--- src/rtl/uart_tx_pacer.sv ---
// uart_tx_pacer: byte FIFO that releases one byte per UART frame as a transmit strobe
module uart_tx_pacer #(
    parameter int CLOCKFRQ     = 240000000,
    parameter int BAUDRATE     = 3500000,
    parameter int CLOCK_DIVIDE = CLOCKFRQ / (BAUDRATE * 4),
    parameter int FRAME_CLKS   = 44 * CLOCK_DIVIDE + 8,
    parameter int DEPTH_LOG2   = 4
) (
    input  logic                  clk,
    input  logic                  nRst,
    input  logic [7:0]            wr_data_i,
    input  logic                  wr_valid_i,
    output logic                  wr_ready_o,
    input  logic                  flush_i,
    output logic                  transmit_o,
    output logic [7:0]            tx_byte_o,
    output logic [DEPTH_LOG2:0]   level_o,
    output logic                  empty_o,
    output logic                  full_o,
    output logic                  overflow_o,
    output logic [7:0]            drop_count_o
);
    localparam int DEPTH = 1 << DEPTH_LOG2;
    localparam int LW    = DEPTH_LOG2 + 1;
    localparam int GW    = (FRAME_CLKS > 2) ? $clog2(FRAME_CLKS) : 1;

    typedef enum logic {IDLE, GAP} state_t;

    logic [7:0]            mem_q [DEPTH];
    logic [DEPTH_LOG2-1:0] wr_ptr_q, wr_ptr_d, rd_ptr_q, rd_ptr_d;
    logic [LW-1:0]         level_q, level_d;
    logic [7:0]            drop_q, drop_d;
    logic                  overflow_q;
    logic                  transmit_q;
    logic [7:0]            tx_byte_q;
    logic [GW-1:0]         gap_q;
    state_t                state_q;
    logic                  push, pop, reject;

    assign empty_o      = level_q == '0;
    assign full_o       = level_q == LW'(DEPTH);
    assign wr_ready_o   = !full_o;
    assign level_o      = level_q;
    assign overflow_o   = overflow_q;
    assign drop_count_o = drop_q;
    assign transmit_o   = transmit_q;
    assign tx_byte_o    = tx_byte_q;

    // A flushed write is discarded outright: neither stored nor counted as a drop.
    assign push   = wr_valid_i && !full_o && !flush_i;
    assign reject = wr_valid_i && full_o && !flush_i;
    assign pop    = state_q == IDLE && !empty_o;

    // Next-state pointer, level and drop-counter arithmetic.
    always_comb begin
        wr_ptr_d = flush_i ? '0 : wr_ptr_q + DEPTH_LOG2'(push);
        rd_ptr_d = flush_i ? '0 : rd_ptr_q + DEPTH_LOG2'(pop);
        level_d  = flush_i ? '0 : level_q + LW'(push) - LW'(pop);
        drop_d   = (reject && drop_q != 8'hFF) ? drop_q + 8'd1 : drop_q;
    end

    // Byte storage; stale contents are harmless once the pointers are cleared.
    always_ff @(posedge clk) begin
        if (nRst && push) mem_q[wr_ptr_q] <= wr_data_i;
    end

    // FIFO bookkeeping registers.
    always_ff @(posedge clk) begin
        if (!nRst) begin
            wr_ptr_q   <= '0;
            rd_ptr_q   <= '0;
            level_q    <= '0;
            drop_q     <= '0;
            overflow_q <= 1'b0;
        end else begin
            wr_ptr_q   <= wr_ptr_d;
            rd_ptr_q   <= rd_ptr_d;
            level_q    <= level_d;
            drop_q     <= drop_d;
            overflow_q <= reject;
        end
    end

    // Pacer: strobe the head byte, then wait out a full frame before the next one.
    always_ff @(posedge clk) begin
        if (!nRst) begin
            state_q    <= IDLE;
            gap_q      <= '0;
            transmit_q <= 1'b0;
            tx_byte_q  <= '0;
        end else if (state_q == IDLE) begin
            transmit_q <= pop;
            if (pop) begin
                tx_byte_q <= mem_q[rd_ptr_q];
                gap_q     <= GW'(FRAME_CLKS - 2);
                state_q   <= GAP;
            end
        end else begin
            transmit_q <= 1'b0;
            if (gap_q == '0) state_q <= IDLE;
            else gap_q <= gap_q - 1'b1;
        end
    end
endmodule

--- config.mk ---
export PLATFORM = sky130hd
export DESIGN_NAME = uart_tx_pacer
export DESIGN_NICKNAME = d
export VERILOG_FILES = /design/src/rtl/uart_tx_pacer.sv
export SDC_FILE = /design/constraint.sdc
export NUM_CORES = 1
export LEC_CHECK = 0
export BUFFER_PORTS_ARGS = -buffer_cell sky130_fd_sc_hd__buf_2
export CAP_MARGIN = 20
export CORE_MARGIN = 2
export CORE_UTILIZATION = 55
export CTS_CLUSTER_SIZE = 25
export DETAILED_ROUTE_END_ITERATION = 10
export PLACE_DENSITY_LB_ADDON = 0.25
export SLEW_MARGIN = 5
export SYNTH_ARGS = -nofsm -noshare
export SYNTH_HDL_FRONTEND = slang
export SYNTH_SLANG_ARGS = --single-unit
--- constraint.sdc ---
create_clock -name clk -period 2.85 [get_ports clk]
set_input_delay 0 -clock clk [delete_from_list [all_inputs] [get_ports clk]]
set_output_delay 0 -clock clk [all_outputs]
set_load 0.01 [all_outputs]
Word-level counts from Yosys, hierarchy flattened

Memory sizes are Yosys's and may differ from the RTL's. A register that Yosys moved wholly into a read port is not among the register bits.
Index checks and enable logic that the tools add are counted.

Reduce and logical (&&, ||, !) cells: 18
Add/sub/neg operators: 6
Bitwise operators: 2
Muxes and demuxes: 8
Eq/ne operators: 3

Operators by type and width:

| operator              | number |
|---|---|
| $mux 10               | 3 |
| $logic_not 10->1      | 1 |
| $sub 10x1->10 const B | 1 |
| $add 4x1->4           | 2 |
| $add 8x1->8 const B   | 1 |
| $ne 8x8->1 const B    | 1 |
| $logic_and 1x1->1     | 7 |
| $add 5x1->5           | 1 |
| $eq 5x5->1 const B    | 1 |
| $logic_not 5->1       | 1 |
| $mux 1                | 5 |
| $sub 5x1->5           | 1 |
| $logic_not 1->1       | 4 |
| $reduce_and 2->1      | 2 |
| $reduce_or 2->1       | 2 |
| $ne 2x2->1 const B    | 1 |
| $not 1->1             | 2 |
| $reduce_bool 2->1     | 1 |

Memories kept: 1
Flip-flop bits (word level): 34
RAM bits: 128

Memories:

| name  | depth | bits a word | read ports | clocked after Yosys merged registers in | wr ports | line | source |
|---|---|---|---|---|---|---|---|
| mem_q | 16    | 8           | 1          | 1                                       | 1        | 29   | `logic [7:0] mem_q [DEPTH];` |

Depth between registers and ports, before layout

Gate-level depths: netlist of run 1.

Word-level depth: 7
Depth in mapped cells: 14
Depth with buffers taken out: 14

Worst setup path before layout of run 1

OpenSTA, ideal clock, no wires.

Path type: register to register
Start: register level_q[3] (netlist: level_o[3])
End: register level_q[4] (netlist: level_o[4])
Setup slack: -1 ps
Buffers on the path: 1
Required time: 2779 ps
Arrival time: 2780 ps
Stages on the path, launching flop included: 15
Path through: dfxtp_1 > inv_1 > ha_1 > nor4b_2 > or2_0 > buf_2 > inv_2 > ha_1 > inv_1 > ha_1 > fa_1 > a21oi_1 > nor2_1 > or3_1 > a21oi_1

Elaborated cells between the ends (all ways): 9

RTL lines:

| element                  | line | source |
|---|---|---|
| start: declaration       | 31   | `logic [LW-1:0] level_q, level_d;` |
| start signal: assignment | 78   | `level_q <= level_d;` |
| $logic_not 5->1          | 40   | `assign empty_o = level_q == '0;` |
| via empty_o              | 18   | `output logic empty_o,` |
| $logic_not 1->1          | 52   | `assign pop = state_q == IDLE && !empty_o;` |
| $logic_and 1x1->1        | 52   |  |
| via pop                  | 38   | `logic push, pop, reject;` |
| $sub 5x1->5              | 58   | `level_d = flush_i ? '0 : level_q + LW'(push) - LW'(pop);` |

The timed path passes the listed nets, and every way through them passes these cells.
A chain may end at the register's enable or synchronous reset.

Worst setup path after layout of run 1

Start: register level_q[2] (netlist: level_o[2])
End: register level_q[4] (netlist: level_o[4])

Elaborated cells between the ends (all ways): 9

RTL lines:

| element           | line |
|---|---|
| $logic_not 5->1   | 40 |
| $logic_not 1->1   | 52 |
| $logic_and 1x1->1 | 52 |
| via pop           | 38 |
| $sub 5x1->5       | 58 |

The timed path passes the listed nets, and every way through them passes these cells.

==> results of run 1 <==
## worst reg2reg max path: stages (launching register included)
cell and delay, ps:
sky130_fd_sc_hd__dfxtp_1 330, sky130_fd_sc_hd__inv_1 90, sky130_fd_sc_hd__ha_2 200, sky130_fd_sc_hd__nor4b_4 200, sky130_fd_sc_hd__or2_1 170, sky130_fd_sc_hd__inv_2 50, sky130_fd_sc_hd__ha_1 270, sky130_fd_sc_hd__inv_1 40
sky130_fd_sc_hd__ha_1 200, sky130_fd_sc_hd__fa_2 360, sky130_fd_sc_hd__a21oi_1 160, sky130_fd_sc_hd__nor2_1 60, sky130_fd_sc_hd__or3_1 340, sky130_fd_sc_hd__a21oi_1 170
## per-stage QoR
| step | util, % | cell area, µm² |
|---|---|---|
| final | 67.0 | 8110 |
| after global routing | 67.0 | 8110 |
| after CTS | 66.9 | 8110 |
| after detailed placement | 61.2 | 7420 |
| after global placement | 61.2 | 7420 |
| after floorplan | - | 6910 |
## report_power, final
part           total (mW)  switching [mW]  leakage [nW]  internal [mW]
registers            2.95           0.154          1.49           2.79
clock network        2.30           0.919         0.292           1.38
logic                1.54           0.816         0.987          0.724
## flip-flops by register name (all words and copies together) (netlist names)
signal	flops
drop_count_o	8
gap_q	10
level_o	5
mem_q	128
overflow_o	1
rd_ptr_q	4
state_q	1
transmit_o	1
tx_byte_o	8
wr_ptr_q	4
## worst paths after layout
kind / startpoint / end / slack (ps) / cells after the start
setup / recovery: level_o[2]$_SDFF_PP0_ / level_o[4]$_SDFF_PP0_ / 130 / 13
hold / removal: wr_valid_i / drop_count_o[1]$_SDFFE_PN0P_ / 40 / 5
setup reg to reg: level_o[2]$_SDFF_PP0_ / level_o[4]$_SDFF_PP0_ / 130 / 13
hold reg to reg: tx_byte_o[6]$_SDFFE_PN0P_ / tx_byte_o[6]$_SDFFE_PN0P_ / 490 / 2
## kinds of logic after synthesis
kind of cell	share of synthesized area, %
DFF	67.9
buffers and inverters	1.94
xor gates and xnor gates	1.27
adders and majority gates	2.47
AOI/OAI and AO/OA	4.42
muxes	12.9
and+or+nand+nor	9.10
## what timing repair did
item | 4_1_cts | 5_1_grt
resized for setup | 0 | 3
setup buffers | 0 | 0
hold buffers | 9 | 0
endpoints found under the hold margin | 132 | 0
endpoints found under the setup margin | 0 | 1
## synthesized netlist by cell type (all sizes together) (6+ instances only)
library cell	number
nor3	10
edfxtp	128
mux2i	17
buf	9
ha	12
nand3	15
nand2	11
mux4	32
and2	6
inv	13
nor2	29
a21oi	10
o221ai	9
nand2b	6
clkbuf	10
dfxtp	42
## per-layer routing
layer / vias to the layer above / share of wire [%]
met5: - / 0
met3: 13 / 6.3
met2: 138 / 50
li1: 1837 / -
met4: 0 / 1.2
met1: 2046 / 42
## area by class of cell
type / count / area, µm² / share of cell area (%)
Timing Repair Buffer: 72 / 470 / 5.80
Clock inverter: 10 / 116 / 1.43
Inverter: 13 / 48.8 / 0.602
Multi-Input combinational cell: 225 / 2100 / 25.8
Clock buffer: 22 / 484 / 5.97
Tap cell: 168 / 210 / 2.59
Sequential cell: 170 / 4690 / 57.8
==> summary.txt, run 1 <==
Critical path
  – Cell chain of the critical path: inv_1 > ha_2 > nor4b_4 > or2_1 > inv_2 > ha_1 > inv_1 > ha_1 > fa_2 > a21oi_1 > nor2_1 > or3_1 > a21oi_1
  – Arrival time reported for the critical path endpoint: 3070 ps
  – Category of the worst setup path capture point: flip-flop
  – Worst Path Buf+Inv: 3
  – Kind of start point of the critical path: flip-flop
  – CP max-delay cell: sky130_fd_sc_hd__fa_2
  – Largest stage delay, worst path: around 360 ps
  – Worst setup path category: flip-flop to flip-flop
  – Family with the most delay on the worst path: adder cells
  – Crit-path max FO: 3
  – CP required: between 3000 and 4000 ps

Die
  – Core Area: 12100 µm²
  – Die Ht: roughly 120 µm
  – I/O pin cnt: 38
  – Die outline area: about 13000 µm²
  – FP Rows: 40
  – Horizontal die dimension: 116 µm
  – Initial core utilization: 57.0%

Yosys
  – Post-synthesis cell type with the largest combined area: sky130_fd_sc_hd__edfxtp_1
  – Number of flops mapped to enable cells by yosys: between 100 and 150
  – Average size of a mapped cell: about 16 µm²
  – Nets in the synthesized netlist: ~450
  – Most common flop cell mapped by yosys: sky130_fd_sc_hd__edfxtp_1
  – Cell variety after synth: 53
  – Number of register bits inferred by synthesis: 170
  – Area contributors post-synth: sky130_fd_sc_hd__edfxtp_1, sky130_fd_sc_hd__dfxtp_1, sky130_fd_sc_hd__mux4_2
  – Post-synthesis instance total: between 400 and 500
  – Area share of the largest cell type after synthesis: 55.7%
  – Synthesis Warnings: 0
  – Synth async-reset ratio: 0%
  – Sequential share of the synthesized area: ~68%
  – Combined area of all synthesized cells: 6900 µm²

Route
  – Count of unresolved DRC violations after routing: 0
  – Drt pass-1 iters: 4
  – Post-detailed-route wirelength per cell: between 20 and 25 µm
  – Total Routed Length: approximately 14000 µm
  – Number of design-rule violations left by the first detailed-router iteration: around 330
  – Total number of vias: 4034
  – Final ANT Viol Nets: 0
  – Vias per std cell: slightly below 6

STA
  – Final setup skew: a little under 8 ps
  – Headroom to the max-slew limit: between 40% and 50%
  – Final number of setup-violating endpoints: 0
  – Final period utilization: between 90% and 100%
  – Clock period minus final worst setup slack: ~2700 ps
  – Slack of the critical path: about 130 ps
  – Final-layout worst hold slack: around 40 ps
  – Slew at the pin closest to its max-slew limit: approximately 800 ps
  – Number of hold-slack violations in the final timing report: 0
  – Sum Neg Setup Slack: 0 ps
  – Achievable Freq: about 0.37 GHz
  – Unrepaired setup endpoints after global routing: false
  – Final Max Tran Viols: 0

Clocking
  – Sinks on Clock Net: between 150 and 200
  – Cell at the root of the clock tree: sky130_fd_sc_hd__clkbuf_16
  – Clock tree from TritonCTS: built
  – Cts bufs inserted: 17
  – Clock transition time at the flip-flop clock pins of the worst setup and hold paths: 60 ps
  – Maximum level of the CTS H-tree: 4
  – Clock latency on the worst-skew pair: 430 ps
  – CTS max path bufs: 2

Place
  – Inst Count DP: between 600 and 700
  – Worst setup timing slack at the placement stage: about 50 ps
  – Total of buffers placed on input and output ports: 37
  – Final GP Congestion: 0.807
  – Placed wire-length estimate after detailed placement: a little over 9000 µm

Pwr
  – Pleak: 2.77 nW
  – Power density cells: about 840 nW/µm²
  – Total power draw: about 6.8 mW
  – Worst VDD drop: between 0.0006 and 0.0007 V

Final layout
  – Number of nets in the final layout: between 500 and 600
  – Most common cell after layout, fill and taps aside: sky130_fd_sc_hd__edfxtp_1
  – Top library cells by usage in the layout, fill and taps aside: sky130_fd_sc_hd__edfxtp_1, sky130_fd_sc_hd__dfxtp_1, sky130_fd_sc_hd__buf_2
  – Share of post-route cells with drive strength above 1: ~27%
  – Number of inserted filler cells in the final layout: roughly 820
  – Area growth from synthesis to layout: 17.6%
  – Final instance count without filler cells: 680
  – Antenna Diode Count: 0

Global route
  – Initial antenna violation count: 0
  – Grt total ovfl: 0
  – Met2 track demand over resource: about 39%
  – Largest net degree at the start of global routing: 34
  – Met3 capacity usage during global routing: approximately 7.6%
  – Via count of the first global-routing pass: 4194
  – Global-route layer with the greatest usage: met2
  – Global routing met1 resource utilization: ~30%
  – Wire length of the first global-routing pass: 22700 µm
  – Overall routing resource usage: a little under a quarter

Outcome
  – Outcome: completed

Hold path
  – Class of the most critical hold timing path: input pin to flip-flop

Run
  – Number of violations of the max-capacitance limit: 0
Note: power is estimated with default switching activity, not from simulation.
==> run 2, diff against run 1 <==
--- a/config.mk
+++ b/config.mk
@@ -8,10 +8,11 @@
 export BUFFER_PORTS_ARGS = -buffer_cell sky130_fd_sc_hd__buf_2
 export CAP_MARGIN = 20
 export CORE_MARGIN = 2
-export CORE_UTILIZATION = 55
+export CORE_UTILIZATION = 56
 export CTS_CLUSTER_SIZE = 25
 export DETAILED_ROUTE_END_ITERATION = 10
 export PLACE_DENSITY_LB_ADDON = 0.25
+export REMOVE_ABC_BUFFERS = 1
 export SLEW_MARGIN = 5
 export SYNTH_ARGS = -nofsm -noshare
 export SYNTH_HDL_FRONTEND = slang
==> run 2 against run 1 <==
Compared with the run above:
- clock-buffer cell count down 5
- register-to-register slack improved by 97 ps
- non-clock buffer count fell by 3
- critical path depth is the same
- clock power is 3% higher
==> summary.txt, run 2 (synthesis gave the netlist of run 1 again) <==
Pwr
  – Power density cells: ~840 nW/µm²
  – Total power draw: 6.85 mW
  – Worst VDD drop: 0.000700 V
  – Pleak: between 2 and 3 nW

STA
  – Final setup skew: ~12 ps
  – Final Max Tran Viols: 0
  – Slack of the critical path: 228 ps
  – Final number of setup-violating endpoints: 0
  – Final period utilization: between 90% and 100%
  – Clock period minus final worst setup slack: between 2000 and 3000 ps
  – Achievable Freq: 0.381 GHz
  – Unrepaired setup endpoints after global routing: false
  – Number of hold-slack violations in the final timing report: 0
  – Headroom to the max-slew limit: between 60% and 70%
  – Slew at the pin closest to its max-slew limit: ~550 ps

Outcome
  – Outcome: completed

Global route
  – Via count of the first global-routing pass: ~4000
  – Grt total ovfl: 0
  – Overall routing resource usage: 23.0%
  – Largest net degree at the start of global routing: 34
  – Initial antenna violation count: 0
  – Wire length of the first global-routing pass: 21900 µm

Route
  – Vias per std cell: 6.04
  – Total Routed Length: approximately 14000 µm
  – Count of unresolved DRC violations after routing: 0
  – Post-detailed-route wirelength per cell: around 21 µm
  – Drt pass-1 iters: 4
  – Final ANT Viol Nets: 0
  – Total number of vias: between 3000 and 4000
  – Number of design-rule violations left by the first detailed-router iteration: between 200 and 250

Critical path
  – Number of cells on the worst reg-to-reg path: 13
  – FF-to-FF End: level_o[4]$_SDFF_PP0_
  – Category of the worst setup path capture point: flip-flop
  – CP required: 3200 ps
  – Crit-path max FO: 3
  – Worst Path Buf+Inv: 3
  – R2r setup slk: 230 ps
  – Family with the most delay on the worst path: adder cells
  – Kind of start point of the critical path: flip-flop
  – Start of the worst register-to-register path: level_o[2]$_SDFF_PP0_
  – Cell chain of the critical path: inv_1 > ha_4 > nor4b_4 > or2_1 > inv_2 > ha_1 > inv_1 > ha_1 > fa_2 > a21oi_2 > nor2_1 > or3_1 > a21oi_2
  – Largest stage delay, worst path: 360 ps
  – Arrival time reported for the critical path endpoint: just under 3000 ps
  – Worst setup path category: flip-flop to flip-flop
  – CP max-delay cell: sky130_fd_sc_hd__fa_2
  – Critical path origin: level_o[2]$_SDFF_PP0_

Hold path
  – Number of cells on the worst hold path: 5
  – Launch instance of the worst min-delay path: wr_valid_i
  – Class of the most critical hold timing path: input pin to flip-flop
  – Hold Path End: drop_count_o[1]$_SDFFE_PN0P_

Die
  – Die outline area: approximately 13000 µm²
  – Horizontal die dimension: 115 µm
  – I/O pin cnt: 38
  – Core Area: about 12000 µm²
  – FP Rows: 40
  – Initial core utilization: 57.4%
  – Die Ht: between 100 and 150 µm

Place
  – Placed wire-length estimate after detailed placement: between 8000 and 9000 µm
  – Worst setup timing slack at the placement stage: 60.6 ps
  – Total of buffers placed on input and output ports: 37
  – Inst Count DP: roughly 620
  – Final GP Congestion: 0.880

Final layout
  – Top flop regs: mem_q (128), gap_q (10)
  – Number of nets in the final layout: 521
  – Most common cell after layout, fill and taps aside: sky130_fd_sc_hd__edfxtp_1
  – Antenna Diode Count: 0
  – Number of inserted filler cells in the final layout: 791
  – Top library cells by usage in the layout, fill and taps aside: sky130_fd_sc_hd__edfxtp_1, sky130_fd_sc_hd__dfxtp_1, sky130_fd_sc_hd__buf_2
  – Top reg by flops: mem_q
  – Area growth from synthesis to layout: 17.5%
  – Share of post-route cells with drive strength above 1: 27.3%
  – Final instance count without filler cells: around 660
  – Flip-flop count of the largest register, all copies and words added: 128

Clocking
  – Clock tree from TritonCTS: built
  – Cts bufs inserted: 17
  – Sinks on Clock Net: 170
  – Maximum level of the CTS H-tree: 4
  – Clock transition time at the flip-flop clock pins of the worst setup and hold paths: ~70 ps
  – Clock latency on the worst-skew pair: approximately 430 ps
  – Cell at the root of the clock tree: sky130_fd_sc_hd__clkbuf_16
  – CTS max path bufs: 2

Run
  – Number of violations of the max-capacitance limit: 0
==> run 2: changes by cell type in the layout (fill, tap and decap cells not counted), moves of 2 or more <==
cell,before,now
sky130_fd_sc_hd__clkinv_4,2,5
sky130_fd_sc_hd__clkbuf_8,4,0
sky130_fd_sc_hd__a21oi_2,0,2
sky130_fd_sc_hd__a21oi_1,10,8
sky130_fd_sc_hd__inv_6,1,3
sky130_fd_sc_hd__buf_4,26,22
==> run 2: tightest hold or removal path, stage by stage <==
cell	delay [ps]
sky130_fd_sc_hd__buf_2	110
sky130_fd_sc_hd__nand2b_1	100
sky130_fd_sc_hd__nor2_1	80
sky130_fd_sc_hd__nand3_1	80
sky130_fd_sc_hd__a21oi_1	60
==> run 2: per-layer routing <==
metal / routed length [µm] / up-vias / GRT usage (%) / share of wire (%)
met1: 5610 / 1991 / 28.1 / 41
met3: 599 / 24 / 5.85 / 4.3
li1: - / 1832 / - / -
met5: 0 / - / 0 / 0
met2: 7250 / 113 / 39.3 / 53
met4: 332 / 0 / 9.80 / 2.4
==> run 2: per-stage QoR <==
step	hold slack [ps]	util (%)	TNS (ps)	cell area, µm²
floorplan	98.9	-	-359	6820
CTS	18.4	67.2	0	8080
global route	84.7	67.5	0	8110
finish	37.6	67.5	0	8110
detailed placement	397	61.4	0	7370
global placement	390	61.4	0	7370
==> run 2: where the power goes <==
part,total [mW],internal (mW),switching [mW]
logic,1.55,0.741,0.813
clock network,2.37,1.39,0.974
registers,2.92,2.79,0.133
total,6.85,4.93,1.92
==> run 2: cell type report <==
class                           instances  area (µm²)  share of cell area, %
Inverter                               13        48.8                  0.602
Tap cell                              147         184                   2.27
Multi-Input combinational cell        225        2110                   26.1
Timing Repair Buffer                   69         460                   5.68
Clock buffer                           17         425                   5.25
Sequential cell                       170        4690                   57.8
Clock inverter                         15         189                   2.33
==> run 2: worst max-delay path by stage <==
stage / end / slack (ps) / depth (start not counted)
after CTS: level_o[4]$_SDFF_PP0_ / 40 / 13
after global routing: level_o[4]$_SDFF_PP0_ / 10 / 14
after detailed placement: level_o[4]$_SDFF_PP0_ / 60 / 13
final: level_o[4]$_SDFF_PP0_ / 230 / 13
after global placement: level_o[4]$_SDFF_PP0_ / 200 / 13
after floorplan: level_o[4]$_SDFF_PP0_ / -360 / 13
==> run 2: what timing repair did <==
item	4_1_cts	5_1_grt
resized for setup	0	7
endpoints found under the hold margin	135	0
hold buffers	9	0
setup buffers	0	0
setup endpoints to repair	0	1
==> run 3, diff against run 2 <==
--- a/config.mk
+++ b/config.mk
@@ -8,7 +8,7 @@
 export BUFFER_PORTS_ARGS = -buffer_cell sky130_fd_sc_hd__buf_2
 export CAP_MARGIN = 20
 export CORE_MARGIN = 2
-export CORE_UTILIZATION = 56
+export CORE_UTILIZATION = 60
 export CTS_CLUSTER_SIZE = 25
 export DETAILED_ROUTE_END_ITERATION = 10
 export PLACE_DENSITY_LB_ADDON = 0.25
==> run 3 against run 2 <==
Compared with the run above:
- largest power group unchanged
- combinational power is essentially flat
- largest cell class unchanged
- critical path type unchanged
- non-clock buffer count rose by 4
- clock-buffer cell count rose by 5
- maximum frequency decreased by 3.3%
- final area is 0.99% lower
- setup slack got worse by 90 ps
- register-to-register slack got worse by 90 ps
- cell count did not move
- worst hold slack better by 11 ps
- critical endpoint unchanged
- first-iteration DRC count up 51%
- global-route usage increased by 0.34 points
==> summary.txt, run 3 (synthesis gave the netlist of run 1 again) <==
Global route
  – Initial antenna violation count: 0
  – Grt total ovfl: 0
  – Overall routing resource usage: 23.4%
  – Largest net degree at the start of global routing: 34
  – Wire length of the first global-routing pass: between 20000 and 25000 µm
  – Via count of the first global-routing pass: 3973

Clocking
  – CTS max path bufs: 2
  – Cell at the root of the clock tree: sky130_fd_sc_hd__clkbuf_16
  – Clock latency on the worst-skew pair: 420 ps
  – Clock transition time at the flip-flop clock pins of the worst setup and hold paths: about 60 ps
  – Cts bufs inserted: 17
  – Maximum level of the CTS H-tree: 4
  – Sinks on Clock Net: 170
  – Clock tree from TritonCTS: built

STA
  – Final Max Tran Viols: 0
  – Headroom to the max-slew limit: a little over half
  – Final number of setup-violating endpoints: 0
  – Achievable Freq: 0.369 GHz
  – Final setup skew: about 7.7 ps
  – Final-layout worst hold slack: 48.2 ps
  – Final period utilization: between 90% and 100%
  – Clock period minus final worst setup slack: 2710 ps
  – Slack of the critical path: approximately 140 ps
  – Slew at the pin closest to its max-slew limit: around 700 ps
  – Number of hold-slack violations in the final timing report: 0

Route
  – Post-detailed-route wirelength per cell: roughly 21 µm
  – Drt pass-1 iters: 5
  – Total Routed Length: 13600 µm
  – Total number of vias: between 4000 and 5000
  – Number of design-rule violations left by the first detailed-router iteration: about 370
  – Count of unresolved DRC violations after routing: 0
  – Vias per std cell: 6.25
  – Final ANT Viol Nets: 0

Pwr
  – Power density cells: around 820 nW/µm²
  – Total power draw: roughly 6.6 mW
  – Pleak: roughly 2.7 nW
  – Worst VDD drop: around 0.00063 V

Critical path
  – Worst path most repeated cell: sky130_fd_sc_hd__ha_1
  – Largest stage delay, worst path: approximately 360 ps
  – Crit-path max FO: 3
  – Cell chain of the critical path: inv_1 > ha_1 > nor4b_4 > or2_1 > inv_2 > ha_1 > inv_1 > ha_1 > fa_2 > a21oi_1 > nor2_1 > or3_1 > a21oi_1
  – FF-to-FF End: level_o[4]$_SDFF_PP0_
  – Start of the worst register-to-register path: level_o[3]$_SDFF_PP0_
  – Worst Path Buf+Inv: 3
  – Family with the most delay on the worst path: adder cells
  – Arrival time reported for the critical path endpoint: 3060 ps
  – Capture point of the critical path: level_o[4]$_SDFF_PP0_
  – CP required: about 3200 ps
  – Path length in cells of the critical path: 13
  – Category of the worst setup path capture point: flip-flop
  – CP max-delay cell: sky130_fd_sc_hd__fa_2
  – Worst setup path category: flip-flop to flip-flop
  – R2r setup slk: about 140 ps
  – Number of cells on the worst reg-to-reg path: 13
  – Critical path origin: level_o[3]$_SDFF_PP0_
  – Kind of start point of the critical path: flip-flop

Die
  – Core Area: roughly 11000 µm²
  – Horizontal die dimension: ~110 µm
  – Die Ht: about 110 µm
  – FP Rows: 39
  – Initial core utilization: roughly three fifths
  – I/O pin cnt: 38
  – Die outline area: between 10000 and 15000 µm²

Final layout
  – Top flop regs: mem_q (128), gap_q (10)
  – Number of nets in the final layout: between 500 and 600
  – Top reg by flops: mem_q
  – Area growth from synthesis to layout: 16.3%
  – Flip-flop count of the largest register, all copies and words added: 128
  – Antenna Diode Count: 0
  – Most common cell after layout, fill and taps aside: sky130_fd_sc_hd__edfxtp_1
  – Share of post-route cells with drive strength above 1: about a quarter
  – Top library cells by usage in the layout, fill and taps aside: sky130_fd_sc_hd__edfxtp_1, sky130_fd_sc_hd__dfxtp_1, sky130_fd_sc_hd__buf_2

Place
  – Total of buffers placed on input and output ports: 37
  – Worst setup timing slack at the placement stage: roughly 66 ps
  – Placed wire-length estimate after detailed placement: slightly below 9000 µm
  – Final GP Congestion: ~0.84

Hold path
  – Class of the most critical hold timing path: input pin to flip-flop

Run
  – Number of violations of the max-capacitance limit: 0

Outcome
  – Outcome: completed
[run 3: cell count changes in the layout (fill, tap and decap cells not counted), sizes merged]
cell	before	now
clkbuf	17	22
buf	60	64
inv	17	14
bufinv	3	1
clkinv	7	6
clkinvlp	1	2
[run 3: cell type report]
type | count | area (µm²)
clock inverter | 10 | 97.6
timing repair buffer | 73 | 478
fill | 718 | 3290
sequential | 170 | 4690
multi-input combinational | 225 | 2090
clock buffer | 22 | 444
inverter | 13 | 48.8
tap | 143 | 179
[run 3: worst reg2reg max path: cells and delay by family, from the launching register on]
kind	cells	cell delay (ps)
compound gates	2	300
fa+ha+maj	4	1020
buf+inv	3	180
flops	1	330
simple gates	4	820
[run 3: worst min-delay path by stage]
stage                           from                      endpoint  cells after the start
2_1_floorplan           wr_data_i[0]         mem_q[0][0]$_DFFE_PP_                      0
3_3_place_gp            wr_data_i[7]        mem_q[11][7]$_DFFE_PP_                      1
3_5_place_dp   transmit_o$_SDFF_PP0_                    transmit_o                      1
4_1_cts                   wr_valid_i  drop_count_o[1]$_SDFFE_PN0P_                      5
5_1_grt                   wr_valid_i  drop_count_o[1]$_SDFFE_PN0P_                      5
6_report                  wr_valid_i  drop_count_o[1]$_SDFFE_PN0P_                      5
[run 3: what timing repair did]
item	4_1_cts	5_1_grt
buffers inserted	0	1
gates resized for setup	0	3
endpoints found under the setup margin	0	1
hold endpoints to repair	132	0
hold buffers	9	0
[run 3: metrics by stage]
step | setup TNS [ps] | instance area [µm²] | std cells | util [%]
floorplan | -359 | 6820 | 408 | -
global placement | 0 | 7380 | 614 | 65.2
detailed placement | 0 | 7380 | 614 | 65.2
CTS | 0 | 8010 | 655 | 70.7
global route | -0.666 | 8030 | 656 | 70.9
finish | 0 | 8030 | 656 | 70.9
[run 3: layer usage]
| metal | track usage (%) | vias to the layer above | routed length, µm |
|---|---|---|---|
| met4 | 9.05 | 0 | 274 |
| li1 | - | 1831 | - |
| met2 | 36.5 | 153 | 6630 |
| met5 | 0 | - | 0 |
| met3 | 4.98 | 22 | 832 |
| met1 | 32.9 | 2095 | 5870 |
[run 3: power by group]
part / switching, mW / internal [mW] / total [mW]
Combinational: 0.800 / 0.735 / 1.54
Clock: 0.905 / 1.20 / 2.11
Sequential: 0.150 / 2.79 / 2.94
Total: 1.86 / 4.73 / 6.59
